File: src/rtl/muldiv_pkg.sv
// Shared definitions for the iterative multiply/divide unit:
// op encodings, FSM state type and small op-decode helpers.
package muldiv_pkg;

  localparam logic [1:0] OP_MULT  = 2'b00;
  localparam logic [1:0] OP_MULTU = 2'b01;
  localparam logic [1:0] OP_DIV   = 2'b10;
  localparam logic [1:0] OP_DIVU  = 2'b11;

  typedef enum logic [2:0] {
    ST_IDLE,
    ST_PREP,
    ST_CALC,
    ST_FIX,
    ST_DONE
  } state_t;

  function automatic logic op_is_div(input logic [1:0] op);
    return op[1];
  endfunction

  function automatic logic op_is_signed(input logic [1:0] op);
    return ~op[0];
  endfunction

endpackage

File: src/rtl/muldiv_if.sv
// Request/response bundle between a requester and the multiply/divide unit.
interface muldiv_if #(parameter int WIDTH = 32);

  logic             start;
  logic [1:0]       op;
  logic [WIDTH-1:0] src_a;
  logic [WIDTH-1:0] src_b;
  logic             busy;
  logic             done;
  logic [WIDTH-1:0] hi;
  logic [WIDTH-1:0] lo;
  logic             div_zero;

  modport master (
    output start, op, src_a, src_b,
    input  busy, done, hi, lo, div_zero
  );

  modport slave (
    input  start, op, src_a, src_b,
    output busy, done, hi, lo, div_zero
  );

endinterface

File: src/rtl/muldiv_sign_fix.sv
// Conditional two's-complement negate; with neg tied to the sign bit it
// yields the magnitude of a signed operand.
module muldiv_sign_fix #(
  parameter int WIDTH = 32
) (
  input  logic [WIDTH-1:0] val,
  input  logic             neg,
  output logic [WIDTH-1:0] res
);

  always_comb begin
    res = neg ? (~val + WIDTH'(1)) : val;
  end

endmodule

File: src/rtl/muldiv_unit.sv
// Iterative radix-2 multiply (shift-add) / divide (restoring) unit sharing
// one 2*WIDTH+1-bit working register.
//
// state | meaning
// IDLE  | waiting for start, results held
// PREP  | take magnitudes, record result signs, clear counter
// CALC  | one radix-2 step per cycle, WIDTH cycles
// FIX   | sign-correct and load hi/lo
// DONE  | one-cycle done pulse
module muldiv_unit
  import muldiv_pkg::*;
#(
  parameter int WIDTH = 32,
  parameter int CNT_W = $clog2(WIDTH) + 1
) (
  input  logic     clk,
  input  logic     reset,
  muldiv_if.slave  bus
);

  localparam int AW = 2 * WIDTH + 1;

  state_t           state_q, state_d;
  logic [1:0]       op_q, op_d;
  logic [WIDTH-1:0] a_q, a_d;
  logic [WIDTH-1:0] b_q, b_d;
  logic [WIDTH-1:0] hi_q, hi_d;
  logic [WIDTH-1:0] lo_q, lo_d;
  logic [AW-1:0]    acc_q, acc_d;
  logic [CNT_W-1:0] cnt_q, cnt_d;
  logic             neg_lo_q, neg_lo_d;
  logic             neg_hi_q, neg_hi_d;
  logic             busy_q, busy_d;
  logic             done_q, done_d;
  logic             dz_q, dz_d;

  logic             sgn;
  logic             is_div;
  logic [WIDTH-1:0] mag_a, mag_b;
  logic [WIDTH-1:0] quo_fix, rem_fix;
  logic [2*WIDTH-1:0] prod_fix;
  logic [WIDTH:0]   mul_sum, rem_sh, rem_diff, rem_nxt;
  logic             q_bit;

  assign sgn    = op_is_signed(op_q);
  assign is_div = op_is_div(op_q);

  muldiv_sign_fix #(.WIDTH(WIDTH)) u_mag_a (
    .val(a_q), .neg(sgn & a_q[WIDTH-1]), .res(mag_a)
  );
  muldiv_sign_fix #(.WIDTH(WIDTH)) u_mag_b (
    .val(b_q), .neg(sgn & b_q[WIDTH-1]), .res(mag_b)
  );
  muldiv_sign_fix #(.WIDTH(2*WIDTH)) u_fix_prod (
    .val(acc_q[2*WIDTH-1:0]), .neg(neg_lo_q), .res(prod_fix)
  );
  muldiv_sign_fix #(.WIDTH(WIDTH)) u_fix_quo (
    .val(acc_q[WIDTH-1:0]), .neg(neg_lo_q), .res(quo_fix)
  );
  muldiv_sign_fix #(.WIDTH(WIDTH)) u_fix_rem (
    .val(acc_q[2*WIDTH-1:WIDTH]), .neg(neg_hi_q), .res(rem_fix)
  );

  // Multiply keeps the partial product in the upper half and shifts the
  // multiplier out of the bottom; divide shifts the dividend into the
  // remainder and builds the quotient from the bottom.
  always_comb begin
    mul_sum  = acc_q[2*WIDTH:WIDTH] + (acc_q[0] ? {1'b0, b_q} : '0);
    rem_sh   = {acc_q[2*WIDTH-1:WIDTH], acc_q[WIDTH-1]};
    rem_diff = rem_sh - {1'b0, b_q};
    q_bit    = ~rem_diff[WIDTH];
    rem_nxt  = q_bit ? rem_diff : rem_sh;
  end

  always_comb begin
    state_d  = state_q;
    op_d     = op_q;
    a_d      = a_q;
    b_d      = b_q;
    hi_d     = hi_q;
    lo_d     = lo_q;
    acc_d    = acc_q;
    cnt_d    = cnt_q;
    neg_lo_d = neg_lo_q;
    neg_hi_d = neg_hi_q;
    busy_d   = busy_q;
    done_d   = 1'b0;
    dz_d     = dz_q;
    unique case (state_q)
      ST_IDLE: begin
        if (bus.start) begin
          op_d    = bus.op;
          a_d     = bus.src_a;
          b_d     = bus.src_b;
          dz_d    = 1'b0;
          busy_d  = 1'b1;
          state_d = ST_PREP;
        end
      end
      ST_PREP: begin
        neg_lo_d = sgn & (a_q[WIDTH-1] ^ b_q[WIDTH-1]);
        neg_hi_d = sgn & a_q[WIDTH-1];
        cnt_d    = '0;
        acc_d    = {{(WIDTH+1){1'b0}}, mag_a};
        b_d      = mag_b;
        if (is_div && (b_q == '0)) begin
          dz_d    = 1'b1;
          state_d = ST_DONE;
        end else begin
          state_d = ST_CALC;
        end
      end
      ST_CALC: begin
        acc_d = is_div ? {rem_nxt, acc_q[WIDTH-2:0], q_bit}
                       : {1'b0, mul_sum, acc_q[WIDTH-1:1]};
        cnt_d = cnt_q + CNT_W'(1);
        if (cnt_q == CNT_W'(WIDTH - 1)) begin
          state_d = ST_FIX;
        end
      end
      ST_FIX: begin
        if (is_div) begin
          hi_d = rem_fix;
          lo_d = quo_fix;
        end else begin
          {hi_d, lo_d} = prod_fix;
        end
        done_d  = 1'b1;
        busy_d  = 1'b0;
        state_d = ST_DONE;
      end
      ST_DONE: begin
        // Zero-divisor entry arrives with done low: spend one cycle raising it.
        if (!done_q) begin
          done_d = 1'b1;
          busy_d = 1'b0;
        end else begin
          state_d = ST_IDLE;
        end
      end
      default: state_d = ST_IDLE;
    endcase
  end

  always_ff @(posedge clk or negedge reset) begin
    if (!reset) begin
      state_q  <= ST_IDLE;
      op_q     <= '0;
      a_q      <= '0;
      b_q      <= '0;
      hi_q     <= '0;
      lo_q     <= '0;
      acc_q    <= '0;
      cnt_q    <= '0;
      neg_lo_q <= 1'b0;
      neg_hi_q <= 1'b0;
      busy_q   <= 1'b0;
      done_q   <= 1'b0;
      dz_q     <= 1'b0;
    end else begin
      state_q  <= state_d;
      op_q     <= op_d;
      a_q      <= a_d;
      b_q      <= b_d;
      hi_q     <= hi_d;
      lo_q     <= lo_d;
      acc_q    <= acc_d;
      cnt_q    <= cnt_d;
      neg_lo_q <= neg_lo_d;
      neg_hi_q <= neg_hi_d;
      busy_q   <= busy_d;
      done_q   <= done_d;
      dz_q     <= dz_d;
    end
  end

  assign bus.busy     = busy_q;
  assign bus.done     = done_q;
  assign bus.hi       = hi_q;
  assign bus.lo       = lo_q;
  assign bus.div_zero = dz_q;

endmodule

File: src/flat_wrapper.sv
// flat-port wrapper written by rule: the top's interface ports become plain ports
module muldiv_unit_flat import muldiv_pkg::*;
#(
  parameter int WIDTH = 32,
  parameter int CNT_W = $clog2(WIDTH) + 1
)
  (clk, reset, bus_start, bus_op, bus_src_a, bus_src_b, bus_busy, bus_done, bus_hi, bus_lo, bus_div_zero);
  muldiv_if #(.WIDTH(WIDTH)) bus_i ();
  input  logic clk;
  input  logic reset;
  input wire logic [$bits(bus_i.start)-1:0] bus_start;
  input wire logic [$bits(bus_i.op)-1:0] bus_op;
  input wire logic [$bits(bus_i.src_a)-1:0] bus_src_a;
  input wire logic [$bits(bus_i.src_b)-1:0] bus_src_b;
  output wire logic [$bits(bus_i.busy)-1:0] bus_busy;
  output wire logic [$bits(bus_i.done)-1:0] bus_done;
  output wire logic [$bits(bus_i.hi)-1:0] bus_hi;
  output wire logic [$bits(bus_i.lo)-1:0] bus_lo;
  output wire logic [$bits(bus_i.div_zero)-1:0] bus_div_zero;
  assign bus_i.start = bus_start;
  assign bus_i.op = bus_op;
  assign bus_i.src_a = bus_src_a;
  assign bus_i.src_b = bus_src_b;
  assign bus_busy = bus_i.busy;
  assign bus_done = bus_i.done;
  assign bus_hi = bus_i.hi;
  assign bus_lo = bus_i.lo;
  assign bus_div_zero = bus_i.div_zero;
  muldiv_unit #(.WIDTH(WIDTH), .CNT_W(CNT_W)) u_core (.clk(clk), .reset(reset), .bus(bus_i));
endmodule
File: config.mk
export PLATFORM = sky130hd
export DESIGN_NAME = muldiv_unit_flat
export DESIGN_NICKNAME = d
export VERILOG_FILES = /design/src/rtl/muldiv_pkg.sv /design/src/rtl/muldiv_if.sv /design/src/rtl/muldiv_sign_fix.sv /design/src/rtl/muldiv_unit.sv /design/src/flat_wrapper.sv
export SDC_FILE = /design/constraint.sdc
export NUM_CORES = 1
export LEC_CHECK = 0
export ABC_AREA = 1
export BUFFER_PORTS_ARGS = -buffer_cell sky130_fd_sc_hd__buf_2
export CORE_UTILIZATION = 32
export DETAILED_ROUTE_END_ITERATION = 16
export PLACE_DENSITY = 0.58
export SLEW_MARGIN = 20
export SYNTH_ARGS = -nofsm -noshare
export SYNTH_HDL_FRONTEND = slang
export SYNTH_HIERARCHICAL = 1
export SYNTH_SLANG_ARGS = --single-unit
File: constraint.sdc
create_clock -name clk -period 4.52 [get_ports clk]
set_input_delay 0.452 -clock clk [delete_from_list [all_inputs] [get_ports clk]]
set_output_delay 0.452 -clock clk [all_outputs]
set_load 0.05 [all_outputs]
==> impl_metrics.json <==
{
  "outcome": "completed",
  "port_buffers": 135,
  "dp_cells": 4624,
  "htree_levels": 1,
  "end_kind": "register",
  "use_met3": 0.02408,
  "cpPeakStageDelay_ns": 0.51,
  "cellLeakagePower_nw": 12.62,
  "grt_pass1_wl_um": 123400,
  "cts.clk_slew.worst_paths_ns": 0.06,
  "synth_cell_types": 48,
  "insertedDiodeCount": 0,
  "clock_latency_ns": 0.58,
  "drc": 0,
  "grt_pass1_vias": 21720,
  "vdd_ir_drop_max_uv": 339.3,
  "finalHoldViolCount": 0,
  "crit_cells": 22,
  "tightest_slew_ns": 0.8537,
  "area_growth_pct": 11.41,
  "synth_top_family_by_area": "simple AND/OR/NAND/NOR gates",
  "hpwlAfterDp_um": 62400,
  "fin_crit_sh": 0.8638,
  "die-area_um2": 68990,
  "cts_tree": "built",
  "syn_area_per_cell_um2": 5.877,
  "postSynthCellCount": 3699,
  "io-pin-count": 136,
  "synth_fp_nets": 3841,
  "ff2ff_path_depth": 22,
  "cap_violations": 0,
  "synth_adder_area_share": 0.04270,
  "pwr_density_cell_nw_per_um2": 909.2,
  "holdCritPathClass": "in -> reg",
  "avgRoutedWirePerCell_um": 16.75,
  "muxShareOfSynthArea": 0,
  "routabilityCongestion": 0.9717,
  "grt.total_usage": 0.2248,
  "num_rows": 95,
  "ys.warnings.count": 6,
  "grt.overflow.total": 0,
  "crit_chain": "inv_1, ha_1, fa_1, inv_1, nand2_1, o21ai_2, nand2_1, nand2_1, nand2_1, nand2_1, nand2_1, nand2_1, nand2_1, a21oi_1, or2_1, ha_1, inv_1, buf_12, a21oi_1, o21ai_1, nand3_1, nand2_1",
  "vias": 23100,
  "drt_first_pass_iters": 6,
  "initial_core_util": 0.3237,
  "yosys.area_share.xor_xnor": 0.04224,
  "nets": 3923,
  "yosysTopAreaCellShare": 0.2406,
  "startpoint_type": "register",
  "met2_usage": 0.3562,
  "cts_root_buf": "clkbuf_16",
  "final_antenna_net_count": 0,
  "clk_path_buf_depth": 3,
  "clock_skew_ns": 0.01911,
  "ys_seq_area_frac": 0.2406,
  "totalPowerFinal_mw": 22.02,
  "slew_headroom": 0.4309,
  "top_usage_layer": "met2",
  "synth_edf_count": 0,
  "timing.critical_path.mode_cell": "nand2_1",
  "grt_max_degree": 129,
  "die_h_um": 262.7,
  "drv_slew": 0,
  "drtIter0Drc": 1701,
  "crit_buf_inv": 4,
  "path_delay_family": "simple AND/OR/NAND/NOR gates",
  "finalCriticalPeriod_ns": 3.904,
  "crit_required_ns": 5.02,
  "layout-drive-gt1-share": 0.1102,
  "slowest_stage": "dfrtp_1",
  "setup_viol": 0,
  "antenna_found_initial": 0,
  "synth-compound-area-share": 0.1081,
  "crit_type": "reg -> reg",
  "whs_path_depth": 3,
  "clkSinkCount": 209,
  "cts-buffers-inserted": 27,
  "grtUsageMet1": 0.3203,
  "synthesis.area_um2": 21740,
  "synthArstFlopShare": 1.000,
  "stdcell_count": 4675,
  "fin_area_um2": 24220,
  "synth_area_leaders": "dfrtp_1 24%, nand2_1 24%, nor2_1 8.4%, inv_1 7.3%, nand3_1 6.2%",
  "fmax_mhz": 256.1,
  "core_area_um2": 67160,
  "routed_via_density": 4.942,
  "yosys.area.top_type": "dfrtp_1",
  "cts_setup_buffers": 0,
  "routed_wl_um": 78290,
  "tns_ns": 0,
  "die_w_um": 262.7,
  "dpl_cell_area_um2": 23290,
  "rsz0062_at_grt": "false",
  "synthSimpleGateAreaFrac": 0.4626,
  "ys_ff_latch": 209,
  "synth_ff_type": "dfrtp_1",
  "path_max_fanout": 22,
  "critPathArrivalTime_ns": 4.40
}
[cells in the mapped netlist, types with 8 or more instances]
cell and n:
nand2_1 1365, nor2_1 485, inv_1 423, nand3_1 271
dfrtp_1 209, o21ai_0 137, a21oi_1 99, ha_1 71
a31oi_1 65, xnor2_1 57, clkbuf_1 54, xor2_1 46
nand2_2 45, nor2_2 45, buf_2 39, nand4_1 39
nor2_4 35, o22ai_1 33, o21ai_1 26, inv_2 22
buf_4 16, nand3b_1 16, nor3_1 10, o21ai_2 10
o21bai_1 9, buf_1 8
[worst min-delay path, cell delays in order]
cell     delay, ns
buf_2         0.08
nand2_1       0.04
nand2_1       0.05
[cells in the final DEF, fill, tap and decap left out, types with 33 or more instances in the layout]
cell type | Yosys | final
inv_1 | 423 | 423
xnor2_1 | 57 | 57
a31oi_1 | 65 | 65
nand3_1 | 271 | 271
o22ai_1 | 33 | 33
nand2_1 | 1365 | 1365
nand2_2 | 45 | 45
dfrtp_1 | 209 | 207
o21ai_0 | 137 | 137
nand4_1 | 39 | 39
a21oi_1 | 99 | 99
buf_2 | 39 | 134
ha_1 | 71 | 71
nor2_4 | 35 | 37
nor2_1 | 485 | 481
nor2_2 | 45 | 47
xor2_1 | 46 | 46
[cells by family (layout without fill, tap and decap cells)]
| kind of cell | Yosys count | in the layout |
|---|---|---|
| xor gates and xnor gates | 104 | 104 |
| DFF | 209 | 209 |
| and+or+nand+nor | 2341 | 2341 |
| AOI/OAI and AO/OA | 405 | 405 |
| adders and majority gates | 73 | 73 |
| buffers and inverters | 567 | 670 |
[repair_timing]
action,in CTS,in global routing
endpoints found under the setup margin,0,0
endpoints found under the hold margin,80,0
gates resized for setup,0,0
hold buffers,1,0
[per-stage QoR]
step / worst slack, ns / hold WS, ns / utilization
final: 0.6158 / 0.07975 / 0.3607
after floorplan: 1.355 / 0.1564 / -
after detailed placement: 0.6882 / 0.4784 / 0.3468
after global placement: 0.7779 / 0.4764 / 0.3468
after CTS: 0.6425 / 0.05052 / 0.3607
after global routing: 0.2707 / 0.09140 / 0.3607
[path summary, 6_finish.rpt]
kind / to / startpoint / slack [ns]
worst min-delay path: u_core/a_q[14] / bus_src_a[14] / 0.08
max in group asynchronous: u_core/bus.hi[29] / reset / 3.05
worst max register to register: u_core/acc_q[44] / u_core/acc_q[31] / 0.62
worst min register to register: u_core/bus.div_zero / u_core/bus.div_zero / 0.51
min in group asynchronous: u_core/bus.lo[12] / reset / 0.42
worst max-delay path: u_core/acc_q[44] / u_core/acc_q[31] / 0.62
[layout make-up]
cell class | count | area, µm²
repair buffers | 170 | 988.4
flip-flops and latches | 209 | 5238
well taps | 873 | 1092
clock inverters | 9 | 80.08
clock buffers | 41 | 838.3
fillers | 7545 | 42940
inverters | 450 | 1710
multi-input cells | 2923 | 14270
[registers in the layout (all words and copies together) (netlist names)]
signal / cells
u_core/bus.hi: 32
u_core/acc_q: 65
u_core/op_q: 2
u_core/bus.done: 1
u_core/state_q: 3
u_core/bus.busy: 1
u_core/cnt_q: 6
u_core/bus.div_zero: 1
u_core/a_q: 32
u_core/bus.lo: 32
u_core/neg_hi_q: 1
u_core/neg_lo_q: 1
u_core/b_q: 32
[power breakdown]
part | internal [mW] | switching (mW) | leakage [nW] | total [mW]
Sequential | 2.76 | 1.55 | 2.55 | 4.32
Clock | 1.33 | 0.898 | 0.458 | 2.23
Combinational | 4.81 | 10.7 | 9.62 | 15.5
[per-layer routing]
metal | vias up | part of all wire
met5 | - | 0
met4 | 0 | 0.031
met3 | 114 | 0.051
met2 | 596 | 0.44
met1 | 10560 | 0.48
li1 | 11830 | -
Power figures use the tool's default switching activity.
